===== config.mk =====
export PLATFORM = sky130hd
export DESIGN_NAME = jstk_spi_responder
export DESIGN_NICKNAME = d
export VERILOG_FILES = /design/src/rtl/jstk_spi_responder.sv
export SDC_FILE = /design/constraint.sdc
export NUM_CORES = 1
export LEC_CHECK = 0
export CAP_MARGIN = 5
export CORE_MARGIN = 2
export CORE_UTILIZATION = 33
export DETAILED_ROUTE_END_ITERATION = 8
export SLEW_MARGIN = 20
export SYNTH_ARGS = -nofsm -noshare
export SYNTH_HDL_FRONTEND = slang
export SYNTH_SLANG_ARGS = --single-unit
export TNS_END_PERCENT = 30

===== constraint.sdc =====
create_clock -name CLK -period 4.2 [get_ports CLK]
set_input_delay 1.05 -clock CLK [delete_from_list [all_inputs] [get_ports CLK]]
set_output_delay 1.05 -clock CLK [all_outputs]
set_load 0.02 [all_outputs]

===== src/rtl/jstk_spi_responder.sv =====
`default_nettype none
// ============================================================================
// Module  : jstk_spi_responder
// Brief   : SPI mode-0 slave emulating a PmodJSTK: serves a 40-bit position/
//           button frame and decodes the command byte into two LED bits.
//           Define JSTK_RESP_TRISTATE_EN to release MISO (high-Z) when idle.
// Revision: 1.0 - initial release
// ============================================================================
module jstk_spi_responder #(
  parameter int          SYNC_STAGES = 2,
  parameter logic [5:0]  CMD_PREFIX  = 6'b100000
) (
  input  logic       CLK,
  input  logic       RST,
  input  logic       SS,
  input  logic       SCLK,
  input  logic       MOSI,
  output logic       MISO,
  input  logic [9:0] x_pos,
  input  logic [9:0] y_pos,
  input  logic [2:0] btn,
  output logic [1:0] led,
  output logic       frame_done,
  output logic       frame_err
);

  typedef enum logic [1:0] {
    IDLE  = 2'd0,
    LOAD  = 2'd1,
    SHIFT = 2'd2
  } state_t;

  localparam logic [5:0] FRAME_BITS = 6'd40;

  logic [SYNC_STAGES-1:0] ss_sync_q;
  logic [SYNC_STAGES-1:0] sclk_sync_q;
  logic [SYNC_STAGES-1:0] mosi_sync_q;
  logic                   ss_prev_q;
  logic                   sclk_prev_q;

  state_t      state_q;
  logic [39:0] tx_sr_q;
  logic [7:0]  rx_sr_q;
  logic [5:0]  bit_cnt_q;
  logic        miso_q;
  logic [1:0]  led_q;
  logic        done_q;
  logic        err_q;

  logic        ss_s;
  logic        sclk_s;
  logic        mosi_s;
  logic        ss_fall;
  logic        ss_rise;
  logic        sclk_rise;
  logic        sclk_fall;
  logic [39:0] snapshot;

  // Synchronizers reset low so a reset released with SS already low never
  // fabricates an SS fall; a genuine frame needs a fresh falling edge.
  always_ff @(posedge CLK) begin
    if (!RST) begin
      ss_sync_q   <= '0;
      sclk_sync_q <= '0;
      mosi_sync_q <= '0;
      ss_prev_q   <= 1'b0;
      sclk_prev_q <= 1'b0;
    end else begin
      ss_sync_q   <= {ss_sync_q[SYNC_STAGES-2:0], SS};
      sclk_sync_q <= {sclk_sync_q[SYNC_STAGES-2:0], SCLK};
      mosi_sync_q <= {mosi_sync_q[SYNC_STAGES-2:0], MOSI};
      ss_prev_q   <= ss_s;
      sclk_prev_q <= sclk_s;
    end
  end

  assign ss_s      = ss_sync_q[SYNC_STAGES-1];
  assign sclk_s    = sclk_sync_q[SYNC_STAGES-1];
  assign mosi_s    = mosi_sync_q[SYNC_STAGES-1];
  assign ss_fall   = ss_prev_q & ~ss_s;
  assign ss_rise   = ~ss_prev_q & ss_s;
  assign sclk_rise = ~sclk_prev_q & sclk_s;
  assign sclk_fall = sclk_prev_q & ~sclk_s;

  assign snapshot = {y_pos[7:0], 6'b0, y_pos[9:8],
                     x_pos[7:0], 6'b0, x_pos[9:8],
                     5'b0, btn};

  always_ff @(posedge CLK) begin
    if (!RST) begin
      state_q   <= IDLE;
      tx_sr_q   <= '0;
      rx_sr_q   <= '0;
      bit_cnt_q <= '0;
      miso_q    <= 1'b0;
      led_q     <= 2'b00;
      done_q    <= 1'b0;
      err_q     <= 1'b0;
    end else begin
      done_q <= 1'b0;
      err_q  <= 1'b0;
      case (state_q)
        IDLE: begin
          miso_q    <= 1'b0;
          bit_cnt_q <= '0;
          if (ss_fall) begin
            state_q <= LOAD;
          end
        end
        LOAD: begin
          if (ss_rise) begin
            state_q <= IDLE;
          end else begin
            tx_sr_q <= snapshot;
            miso_q  <= snapshot[39];
            rx_sr_q <= '0;
            state_q <= SHIFT;
          end
        end
        SHIFT: begin
          // SS rise takes priority over any coincident SCLK edge.
          if (ss_rise) begin
            state_q <= IDLE;
            miso_q  <= 1'b0;
            if (bit_cnt_q == FRAME_BITS) begin
              done_q <= 1'b1;
              if (rx_sr_q[7:2] == CMD_PREFIX) begin
                led_q <= rx_sr_q[1:0];
              end
            end else if (bit_cnt_q != 6'd0) begin
              err_q <= 1'b1;
            end
          end else begin
            if (sclk_rise) begin
              if (bit_cnt_q < 6'd8) begin
                rx_sr_q <= {rx_sr_q[6:0], mosi_s};
              end
              if (bit_cnt_q != FRAME_BITS) begin
                bit_cnt_q <= bit_cnt_q + 6'd1;
              end
            end
            if (sclk_fall) begin
              tx_sr_q <= {tx_sr_q[38:0], 1'b0};
              miso_q  <= tx_sr_q[38];
            end
          end
        end
        default: begin
          state_q <= IDLE;
        end
      endcase
    end
  end

`ifdef JSTK_RESP_TRISTATE_EN
  assign MISO = (state_q != IDLE) ? miso_q : 1'bz;
`else
  assign MISO = miso_q;
`endif

  assign led        = led_q;
  assign frame_done = done_q;
  assign frame_err  = err_q;

endmodule
`default_nettype wire


; Yosys cells after proc, flatten, opt, wreduce, memory -nomap -nowiden
; Cells that the tools add are included.
[word_totals]
reg_bits = 68
input_bits = 28
out_inout_bits = 5
[op_classes]
n_mux = 23
add_sub_neg = 1
n_bitwise = 11
n_eq_ne = 14
reduce_logical = 13
order_cmp = 1
[ops]
columns = operator, count
row1 = $mux W39, 3
row2 = $pmux W39 S2, 1
row3 = $mux W8, 4
row4 = $mux W6, 3
row5 = $ne A2 B2 Y1 const B, 8
row6 = $pmux W8 S2, 1
row7 = $eq A6 B6 Y1 const B, 2
row8 = $pmux W6 S2, 1
row9 = $reduce_and A4 Y1, 3
row10 = $not A1 Y1, 7
row11 = $add A6 B1 Y6 const B, 1
row12 = $lt A6 B4 Y1 const B, 1
row13 = $mux W2, 3
row14 = $ne A6 B6 Y1 const B, 1
row15 = $pmux W2 S3, 1
row16 = $reduce_and A3 Y1, 2
row17 = $reduce_bool A6 Y1, 1
row18 = $mux W1, 5
row19 = $reduce_and A5 Y1, 1
row20 = $and A1 B1 Y1, 4
row21 = $reduce_bool A2 Y1, 2
row22 = $reduce_or A4 Y1, 1
row23 = $ne A3 B3 Y1 const B, 1
row24 = $pmux W1 S3, 1
row25 = other kinds (5), 5

; Depth between registers and ports, before layout
; Gate-level depths: netlist of the first run.
[depth]
word_depth = 5
ltp_mapped = 8

; Worst setup path before layout of the first run
; Ideal clock, no wire load.
[synth_path]
path_type = input to register
from = in RST
to = reg rx_sr_q[0]
path_buffers = 1
setup_ns = 0.117
arrival_time_ns = 1.975
cell_stages = 5
path_slack_ns = 2.108
t_required_ns = 4.083
cell_sequence = buf_2 nand2_1 a21oi_1 a311o_1 a22o_1
[synth_lines]
columns = item, line
row1 = start: declaration, 14  ; input logic RST,
row2 = end signal: assignment, 136  ; rx_sr_q <= {rx_sr_q[6:0], mosi_s};
row3 = end: declaration, 43  ; logic [7:0] rx_sr_q;

==> impl_summary.txt, run 1 <==
----------------------------------------------------
[Status]
  Outcome ... completed

[Placed design]
  Hpwl dp ... 3580 um
  Placement Cell Area ... 3250 um^2
  RePlAce Congestion ... 0.835
  Total of buffers placed on input and output ports ... 32
  Post-placement cell count ... about 430

[Global routing]
  Grt total ovfl ... 0
  Global-route wire length before repair ... 9800 um
  Pin count of the biggest net entering global routing ... 46
  Vias in the first global route ... between 2k and 2.5k
  Initial antenna violation count ... 0
  Global-route usage over all layers ... 12.3%

[Critical path]
  Critical R2R Launch ... state_q[0]
  Crit path launch ... RST
  Destination of the worst register-to-register timing path ... tx_sr_q[16]
  Critical-path top delay cell ... sky130_fd_sc_hd__or4_1
  Type of the worst setup path ... in2reg
  Worst path required time ... 4480 ps
  Max FO, Critical Path ... 34
  Crit-path cells ... buf_2 > inv_2 > a21o_1 > or4_1 > nand2_1
  CP max stage delay ... 480 ps
  Worst reg-to-reg setup slack ... ~1700 ps
  Number of buffer and inverter instances along the worst setup path ... 2
  Worst endpoint data arrival time ... between 2000 and 3000 ps
  CP Capture Type ... flop
  Launching element type of the critical path ... input pin
  Length in cells of the worst reg-to-reg path ... 7
  Cell type group with the largest total delay on the critical path ... buffers and inverters

[Run]
  Number of max-capacitance violations reported ... 0

[Yosys]
  Proportion of synthesized chip area in sequential cells ... between 40% and 50%
  Number of synthesis warnings ... 0
  Netlist cell types ... 44
  Post-synthesis cell area ... 2890 um^2
  Biggest area consumer among synthesized cells ... sky130_fd_sc_hd__dfxtp_1
  Dominant cells by area after synthesis ... sky130_fd_sc_hd__dfxtp_1 47%, sky130_fd_sc_hd__nand3_1 10%, sky130_fd_sc_hd__mux2i_1 8.3%, sky130_fd_sc_hd__o31ai_1 5.7%, sky130_fd_sc_hd__ha_1 2.6%
  Syn Inst Count ... 311
  Post-synthesis net count ... 345
  Post-synthesis register bit count ... 68
  Number of enable flip-flop cells after synthesis ... 0
  Fraction of post-synthesis cell area in the top cell type by area ... 47.0%
  Top post-synthesis cells by count ... 68 x sky130_fd_sc_hd__dfxtp_1, 58 x sky130_fd_sc_hd__nand3_1, 24 x sky130_fd_sc_hd__mux2i_1
  Most used standard cell by instance count after synthesis ... sky130_fd_sc_hd__dfxtp_1
  Proportion of register bits with asynchronous set or reset after synthesis ... 0%
  Synth Area per Inst ... 9.31 um^2
  Flip-flop cell with the highest count after synthesis ... sky130_fd_sc_hd__dfxtp_1

[Timing]
  Final setup vio count ... 0
  Worst slew slack as a fraction of its limit ... 49.3%
  Max frequency ... 402 MHz
  Slew Viols, Final ... 0
  Maximum clock skew at final layout ... around 11 ps
  Final Hold Viols ... 0
  Tmin final ... 2490 ps
  Ratio of final minimum period to clock period ... about three fifths
  Worst-case hold slack ... around 430 ps
  RSZ-0062 raised after global routing ... false
  Summed negative setup slack over all endpoints ... 0 ps
  Slew at the pin closest to its max-slew limit ... 758 ps

[Clock tree]
  Number of buffers inserted by post-CTS setup repair ... 0
  Sinks on Clock Net ... 68
  Hold buffer count at CTS ... 0
  CTS buffer count ... 9
  CTS root buf ... sky130_fd_sc_hd__clkbuf_8
  Clock slew at reported path FFs ... ~70 ps
  TritonCTS clock tree ... built
  Count of H-tree levels built during CTS ... 3
  Buffer levels on the longest clock path ... 2
  Number of gates resized after cts ... 0
  Worst-skew pair later-pin latency ... 330 ps

[Pwr]
  Maximum vdd ir drop ... 0.188 mV
  Total power draw ... 1600 uW
  Areal power density over the cells ... 454 nW/um^2
  Leakage Power ... around 0.0012 uW

[Die]
  Core Box Area ... 8590 um^2
  Die width ... 97.6 um
  Initial Utilization ... approximately 34%
  Vert. Die Dim ... 97.6 um
  Overall die area ... 9530 um^2
  Cell row count ... 34
  Boundary Pins ... 33

[Routing]
  Detail-routed via count per cell ... roughly 5
  Remaining number of nets flagged by the antenna check after routing ... 0
  # DRC ... 0
  Final routed wire length divided by cell count ... 12.4 um
  TritonRoute pass-1 iters ... 4
  Wire length reported by the detailed router ... 5520 um
  Violation count after the first detailed-routing iteration ... 77
  Vias after detailed routing ... 2227

[Cells and area]
  Final cell count without fillers ... 445
  Final layout net count ... about 370
  Final cell area excluding filler cells ... 3520 um^2
  Fraction of final layout cells sized beyond drive strength 1 ... 8.31%
  Synth-to-Final Area Change ... 21.7%
  Count of inserted antenna diode cells ... 0

[Min path]
  Endpoint of the worst hold-timing path ... ss_sync_q[1]
  Worst hold path startpoint ... ss_sync_q[0]
  Cell depth of the worst hold path ... 1
  Class of the tightest hold or removal check ... reg2reg

----------------------------------------------------
[how the worst max path moves through the flow]
stage	endpoint	depth (start not counted)
2_1_floorplan	rx_sr_q[0]	5
3_3_place_gp	bit_cnt_q[3]	5
3_5_place_dp	bit_cnt_q[3]	5
4_1_cts	tx_sr_q[16]	7
5_1_grt	tx_sr_q[9]	7
6_report	bit_cnt_q[3]	5
[layer usage]
| layer | vias up | wire length, um | GRT usage (%) |
|---|---|---|---|
| met4 | 0 | 128 | 6.41 |
| li1 | 1179 | - | - |
| met2 | 30 | 2400 | 19.2 |
| met1 | 1008 | 2840 | 16.3 |
| met5 | - | 0 | 0 |
| met3 | 10 | 148 | 2.16 |
[through the flow]
| step | setup WS, ps | utilization (%) |
|---|---|---|
| floorplan | 2110 | - |
| global placement | 1390 | 37.9 |
| detailed placement | 1360 | 37.9 |
| CTS | 1670 | 41.0 |
| global route | 1400 | 41.0 |
| finish | 1710 | 41.0 |
[cell usage in the layout, fill, tap and decap left out, types with 2 or more instances in the layout]
| cell | Yosys | layout |
|---|---|---|
| sky130_fd_sc_hd__buf_4 | 3 | 3 |
| sky130_fd_sc_hd__a22o_1 | 8 | 8 |
| sky130_fd_sc_hd__o31ai_1 | 22 | 22 |
| sky130_fd_sc_hd__nor2b_1 | 2 | 2 |
| sky130_fd_sc_hd__inv_1 | 5 | 5 |
| sky130_fd_sc_hd__xnor2_1 | 3 | 3 |
| sky130_fd_sc_hd__dfxtp_1 | 68 | 68 |
| sky130_fd_sc_hd__or4_1 | 2 | 2 |
| sky130_fd_sc_hd__inv_2 | 2 | 2 |
| sky130_fd_sc_hd__mux2i_1 | 24 | 24 |
| sky130_fd_sc_hd__nand4_1 | 3 | 3 |
| sky130_fd_sc_hd__and2_1 | 8 | 8 |
| sky130_fd_sc_hd__o21ai_0 | 10 | 10 |
| sky130_fd_sc_hd__nand3_1 | 58 | 58 |
| sky130_fd_sc_hd__a21oi_1 | 8 | 8 |
| sky130_fd_sc_hd__nor4_1 | 2 | 2 |
| sky130_fd_sc_hd__o21ai_1 | 10 | 10 |
| sky130_fd_sc_hd__nor2_1 | 8 | 8 |
| sky130_fd_sc_hd__nand2_1 | 13 | 13 |
| sky130_fd_sc_hd__ha_1 | 6 | 5 |
| sky130_fd_sc_hd__o211ai_1 | 2 | 2 |
| sky130_fd_sc_hd__clkbuf_8 | 0 | 13 |
| sky130_fd_sc_hd__nor3_1 | 3 | 3 |
| sky130_fd_sc_hd__nand2b_1 | 2 | 2 |
| sky130_fd_sc_hd__bufinv_16 | 0 | 3 |
| sky130_fd_sc_hd__clkdlybuf4s50_1 | 0 | 31 |
[cells by family (layout without fill, tap and decap cells)]
kind of cell             after synthesis  after routing  synth area share, %
AND/OR/NAND/NOR                      110            110                 20.0
adder cells (fa/ha/maj)                6              6                 2.59
multiplexers                          24             24                 8.30
XOR/XNOR                               3              3                0.908
AO/OA/AOI/OAI                         68             68                 16.0
flip-flops                            68             68                 47.0
buffers and inverters                 32             58                 5.14
[layout make-up]
cell class	count	area (um^2)
Fill cell	854	5070
Multi-Input combinational cell	211	1390
Sequential cell	68	1360
Timing Repair Buffer	35	338
Clock buffer	13	179
Tap cell	108	135
Clock inverter	3	90.1
Inverter	7	26.3
[state kept, by name, indices dropped and copies added, names as in the netlist, 2 cells and up]
| name | flops |
|---|---|
| mosi_sync_q | 2 |
| ss_sync_q | 2 |
| state_q | 2 |
| led | 2 |
| bit_cnt_q | 6 |
| tx_sr_q | 39 |
| sclk_sync_q | 2 |
| rx_sr_q | 8 |
[worst reg2reg max path, cell delays in order, from the launching register on]
cell and delay, ps:
sky130_fd_sc_hd__dfxtp_1 400, sky130_fd_sc_hd__inv_1 90, sky130_fd_sc_hd__ha_2 320, sky130_fd_sc_hd__and3b_1 260, sky130_fd_sc_hd__o21ai_4 620, sky130_fd_sc_hd__buf_4 490, sky130_fd_sc_hd__nand3_1 130, sky130_fd_sc_hd__o31ai_1 90
[power by group]
group	total [uW]	internal [uW]	switching [uW]
logic	234	94.3	140
clock network	693	460	233
registers	671	661	10.2
Power figures use the tool's default switching activity.
==> run 2: changes to the inputs <==
==> constraint.sdc (replaced) <==
create_clock -name CLK -period 2.6 [get_ports CLK]
set_input_delay 0.65 -clock CLK [delete_from_list [all_inputs] [get_ports CLK]]
set_output_delay 0.65 -clock CLK [all_outputs]
set_load 0.02 [all_outputs]
==> impl_summary.txt, run 2 (same netlist as run 1, synthesis figures left out) <==
----------------------------------------------------
[Status]
  Outcome ... completed

[Critical path]
  Max FO, Critical Path ... 2
  CP max stage delay ... 620 ps
  Critical-path top delay cell ... sky130_fd_sc_hd__clkdlybuf4s50_1
  Type of the worst setup path ... reg2out
  CP Capture Type ... primary output
  Worst path required time ... 1950 ps
  Crit-path cells ... clkdlybuf4s50_1
  Launching element type of the critical path ... flop
  Number of buffer and inverter instances along the worst setup path ... 1
  Worst endpoint data arrival time ... 1320 ps
  Cell type group with the largest total delay on the critical path ... buffers and inverters

[Cells and area]
  Fraction of final layout cells sized beyond drive strength 1 ... 8.31%
  Count of inserted antenna diode cells ... 0
  Multi-input combinational cell area ... 1390 um^2
  Area of all sequential standard cells ... 1360 um^2
  Synth-to-Final Area Change ... 20.9%
  Max FFs per register ... 39
  Most common cell after layout, fill and taps aside ... sky130_fd_sc_hd__dfxtp_1
  Largest registers ranked by flip-flop count ... tx_sr_q (39), rx_sr_q (8), bit_cnt_q (6)
  Final cell area excluding filler cells ... around 3500 um^2
  Top library cells by usage in the layout, fill and taps aside ... 68 x sky130_fd_sc_hd__dfxtp_1, 58 x sky130_fd_sc_hd__nand3_1, 31 x sky130_fd_sc_hd__clkdlybuf4s50_1
  Most flop-heavy register ... tx_sr_q
  Layout filler cell count ... 858
  Final layout net count ... 367

[Placed design]
  Total of buffers placed on input and output ports ... 32
  Post-placement setup slack ... roughly 660 ps
  Placement Cell Area ... 3270 um^2
  Hpwl dp ... 3570 um
  RePlAce Congestion ... 0.775

[Global routing]
  Vias in the first global route ... about 2.1k
  Pin count of the biggest net entering global routing ... around 80
  Global-route usage over all layers ... between 10% and 20%
  Grt total ovfl ... 0
  Initial antenna violation count ... 0
  Global-route wire length before repair ... just under 10000 um

[Timing]
  Slew Viols, Final ... 0
  RSZ-0062 raised after global routing ... false
  Crit path setup slack, layout ... 626 ps
  Worst slew slack as a fraction of its limit ... 56.0%
  Summed negative setup slack over all endpoints ... 0 ps
  Slew at the pin closest to its max-slew limit ... roughly 660 ps
  Tmin final ... around 2000 ps
  Ratio of final minimum period to clock period ... 75.9%
  Final setup vio count ... 0
  Maximum clock skew at final layout ... 7.59 ps
  Final Hold Viols ... 0
  Max frequency ... a little over 500 MHz

[Clock tree]
  Number of gates resized after cts ... 0
  Buffer levels on the longest clock path ... 2
  Worst-skew pair later-pin latency ... between 300 and 400 ps
  Count of H-tree levels built during CTS ... 3
  Number of buffers inserted by post-CTS setup repair ... 0
  Hold buffer count at CTS ... 0
  CTS buffer count ... 9
  CTS root buf ... sky130_fd_sc_hd__clkbuf_8
  TritonCTS clock tree ... built
  Sinks on Clock Net ... 68
  Clock slew at reported path FFs ... ~70 ps

[Die]
  Vert. Die Dim ... roughly 98 um
  Cell row count ... 34
  Die width ... 97.6 um
  Core Box Area ... 8590 um^2
  Overall die area ... 9530 um^2
  Boundary Pins ... 33
  Initial Utilization ... 33.7%

[Min path]
  Class of the tightest hold or removal check ... reg2reg

[Pwr]
  Sequential power share ... 44.4%
  Maximum vdd ir drop ... 0.223 mV
  Clock network power share ... 39.8%
  Leakage Power ... 0.00117 uW
  Part of the total power dissipated in combinational logic ... roughly 16%
  Fraction of power spent switching nets ... 25.9%
  NetSw ... 633 uW
  Pint ... 1810 uW
  Areal power density over the cells ... 698 nW/um^2

[Routing]
  TritonRoute pass-1 iters ... 4
  Remaining number of nets flagged by the antenna check after routing ... 0
  Violation count after the first detailed-routing iteration ... 144
  Vias after detailed routing ... roughly 2.3k
  Final routed wire length divided by cell count ... 12.8 um
  Wire length reported by the detailed router ... 5700 um
  Detail-routed via count per cell ... a little over 5
  # DRC ... 0

[Run]
  Number of max-capacitance violations reported ... 0

----------------------------------------------------
-- run 2: changes by cell type in the layout (fill, tap and decap cells not counted) --
cell | previous run | this run
sky130_fd_sc_hd__clkinv_2 | 0 | 1
sky130_fd_sc_hd__buf_12 | 0 | 1
sky130_fd_sc_hd__clkinvlp_4 | 0 | 1
sky130_fd_sc_hd__bufinv_16 | 3 | 2
sky130_fd_sc_hd__clkbuf_8 | 13 | 11
-- run 2: cell type report --
cell class / count / area share [%]
Multi-Input combinational cell: 211 / 39.8
Sequential cell: 68 / 38.9
Timing Repair Buffer: 36 / 10.2
Clock buffer: 11 / 4.33
Tap cell: 108 / 3.86
Clock inverter: 4 / 2.07
Inverter: 7 / 0.751
-- run 2: power groups by stage --
stage / clock network [uW] / logic, uW / registers [uW]
2_1_floorplan: 0 / 295 / 1100
3_3_place_gp: 0 / 383 / 1110
3_5_place_dp: 0 / 388 / 1110
4_1_cts: 996 / 390 / 1080
5_1_grt: 1050 / 430 / 1090
6_report: 973 / 386 / 1080
-- run 2: per-layer routing --
metal	share of wire (%)	track usage, %	up-vias
met5	0	0	-
met4	2.2	6.30	0
met3	3.5	3.24	10
met2	42	17.9	41
met1	52	17.6	1025
li1	-	-	1180
-- run 2: through the flow --
step | util [%] | power [uW] | instances | hold WS (ps)
3_3_place_gp | 38.1 | 1490 | 430 | 416
6_report | 40.7 | 2440 | 445 | 435
4_1_cts | 40.7 | 2470 | 445 | 436
3_5_place_dp | 38.1 | 1500 | 430 | 418
2_1_floorplan | - | 1400 | 311 | 412
5_1_grt | 40.7 | 2570 | 445 | 456
-- run 2: path summary, 6_finish.rpt --
| kind | startpoint | slack, ps | end | cells past startpoint |
|---|---|---|---|---|
| worst min register to register | mosi_sync_q[0] | 440 | mosi_sync_q[1] | 1 |
| worst max-delay path | MISO | 630 | MISO | 1 |
| worst max register to register | state_q[0] | 650 | bit_cnt_q[2] | 5 |
| worst min-delay path | mosi_sync_q[0] | 440 | mosi_sync_q[1] | 1 |
==> run 3: changes to the inputs <==
==> constraint.sdc (replaced) <==
create_clock -name CLK -period 2 [get_ports CLK]
set_input_delay 0.5 -clock CLK [delete_from_list [all_inputs] [get_ports CLK]]
set_output_delay 0.5 -clock CLK [all_outputs]
set_load 0.02 [all_outputs]
==> impl_summary.txt, run 3 (same netlist as run 1, synthesis figures left out) <==
----------------------------------------------------
[Status]
  Outcome ... completed

[Routing]
  # DRC ... 0
  Violation count after the first detailed-routing iteration ... 105
  Detail-routed via count per cell ... 5.04
  Final routed wire length divided by cell count ... 12.8 um
  Vias after detailed routing ... 2268
  TritonRoute pass-1 iters ... 4
  Remaining number of nets flagged by the antenna check after routing ... 0
  Wire length reported by the detailed router ... about 5800 um

[Placed design]
  Post-placement cell count ... 434
  Total of buffers placed on input and output ports ... 32
  Post-placement setup slack ... between 200 and 300 ps
  RePlAce Congestion ... 0.799
  Hpwl dp ... 3770 um

[Cells and area]
  Synth-to-Final Area Change ... 21.8%
  Multi-input combinational cell area ... 1390 um^2
  Most flop-heavy register ... tx_sr_q
  Largest registers ranked by flip-flop count ... tx_sr_q (39), rx_sr_q (8), bit_cnt_q (6)
  Fraction of final layout cells sized beyond drive strength 1 ... 9.65%
  Layout filler cell count ... 873
  Post-route core utilization ... 41.0%
  Area of all sequential standard cells ... 1360 um^2
  Max FFs per register ... 39
  Final cell count without fillers ... 450
  Most common cell after layout, fill and taps aside ... sky130_fd_sc_hd__dfxtp_1
  Top library cells by usage in the layout, fill and taps aside ... 68 x sky130_fd_sc_hd__dfxtp_1, 58 x sky130_fd_sc_hd__nand3_1, 31 x sky130_fd_sc_hd__clkdlybuf4s50_1
  Final layout net count ... 371
  Count of inserted antenna diode cells ... 0

[Critical path]
  CP max stage delay ... 610 ps
  Critical-path top delay cell ... sky130_fd_sc_hd__clkdlybuf4s50_1
  Launching element type of the critical path ... flop
  Cell type group with the largest total delay on the critical path ... buffers and inverters
  Max FO, Critical Path ... 2
  Type of the worst setup path ... reg2out
  Crit path launch ... MISO
  Crit-path cells ... clkdlybuf4s50_1
  Critical R2R Launch ... state_q[0]
  Worst endpoint data arrival time ... 1310 ps
  Worst path required time ... 1500 ps
  Number of buffer and inverter instances along the worst setup path ... 1
  CP Capture Type ... primary output

[Timing]
  Worst slew slack as a fraction of its limit ... 64.7%
  Slew Viols, Final ... 0
  Maximum clock skew at final layout ... roughly 12 ps
  RSZ-0062 raised after global routing ... false
  Summed negative setup slack over all endpoints ... 0 ps
  Final Hold Viols ... 0
  Max frequency ... 554 MHz
  Ratio of final minimum period to clock period ... 90.3%
  Tmin final ... 1810 ps
  Final setup vio count ... 0
  Crit path setup slack, layout ... roughly 190 ps
  Slew at the pin closest to its max-slew limit ... 530 ps

[Die]
  Vert. Die Dim ... around 100 um
  Boundary Pins ... 33
  Overall die area ... 9530 um^2
  Die width ... 97.6 um
  Cell row count ... 34
  Initial Utilization ... about a third
  Core Box Area ... roughly 8600 um^2

[Clock tree]
  CTS buffer count ... 9
  Sinks on Clock Net ... 68
  Buffer levels on the longest clock path ... 2
  Number of gates resized after cts ... 0
  CTS root buf ... sky130_fd_sc_hd__clkbuf_8
  Worst-skew pair later-pin latency ... 350 ps
  Hold buffer count at CTS ... 0
  Count of H-tree levels built during CTS ... 3
  Clock slew at reported path FFs ... 70 ps
  Number of buffers inserted by post-CTS setup repair ... 0
  TritonCTS clock tree ... built

[Global routing]
  Grt total ovfl ... 0
  Vias in the first global route ... 2267
  Pin count of the biggest net entering global routing ... 61
  Global-route usage over all layers ... 13.0%
  Initial antenna violation count ... 0
  Global-route wire length before repair ... 10300 um

[Min path]
  Class of the tightest hold or removal check ... reg2reg
  Worst hold path startpoint ... ss_sync_q[0]

[Pwr]
  Maximum vdd ir drop ... 0.289 mV
  Leakage Power ... 0.00118 uW
  Total power draw ... approximately 3100 uW
  Areal power density over the cells ... between 800 and 900 nW/um^2

[Run]
  Number of max-capacitance violations reported ... 0

----------------------------------------------------
==> run 3: changes by cell type in the layout (fill, tap and decap cells not counted) <==
cell,before,now
sky130_fd_sc_hd__bufinv_16,2,1
sky130_fd_sc_hd__buf_4,3,7
sky130_fd_sc_hd__clkinv_2,1,0
sky130_fd_sc_hd__clkinv_4,0,1
sky130_fd_sc_hd__clkbuf_8,11,12
sky130_fd_sc_hd__inv_6,0,1
==> run 3: worst paths after layout <==
kind / end / slack (ps) / cells after the start
min reg2reg: ss_sync_q[1] / 430 / 1
min: ss_sync_q[1] / 430 / 1
max reg2reg: rx_sr_q[4] / 250 / 6
max: MISO / 190 / 1
==> run 3: power breakdown <==
part,internal (uW),switching (uW),total (uW)
logic,214,298,512
clock network,684,529,1210
registers,1390,22.2,1410
total,2290,850,3130
==> run 3: final cells by class <==
cell class | count | share of cell area (%)
Inverter | 7 | 0.745
Multi-Input combinational cell | 211 | 39.5
Sequential cell | 68 | 38.6
Clock buffer | 12 | 4.69
Tap cell | 108 | 3.83
Clock inverter | 4 | 1.56
Timing Repair Buffer | 40 | 11.0
==> run 3: through the flow <==
step                hold WS (ps)  instance area, um^2
floorplan                    412                 2890
global placement             416                 3300
detailed placement           419                 3300
CTS                          436                 3520
global route                 445                 3520
finish                       435                 3520
==> run 3: layer usage <==
layer / vias to the layer above / global-route usage [%] / share of wire, %
met3: 10 / 3.38 / 3.3
met2: 34 / 20.3 / 45
met1: 1043 / 16.7 / 50
met4: 0 / 6.41 / 1.9
li1: 1181 / - / -
met5: - / 0 / 0
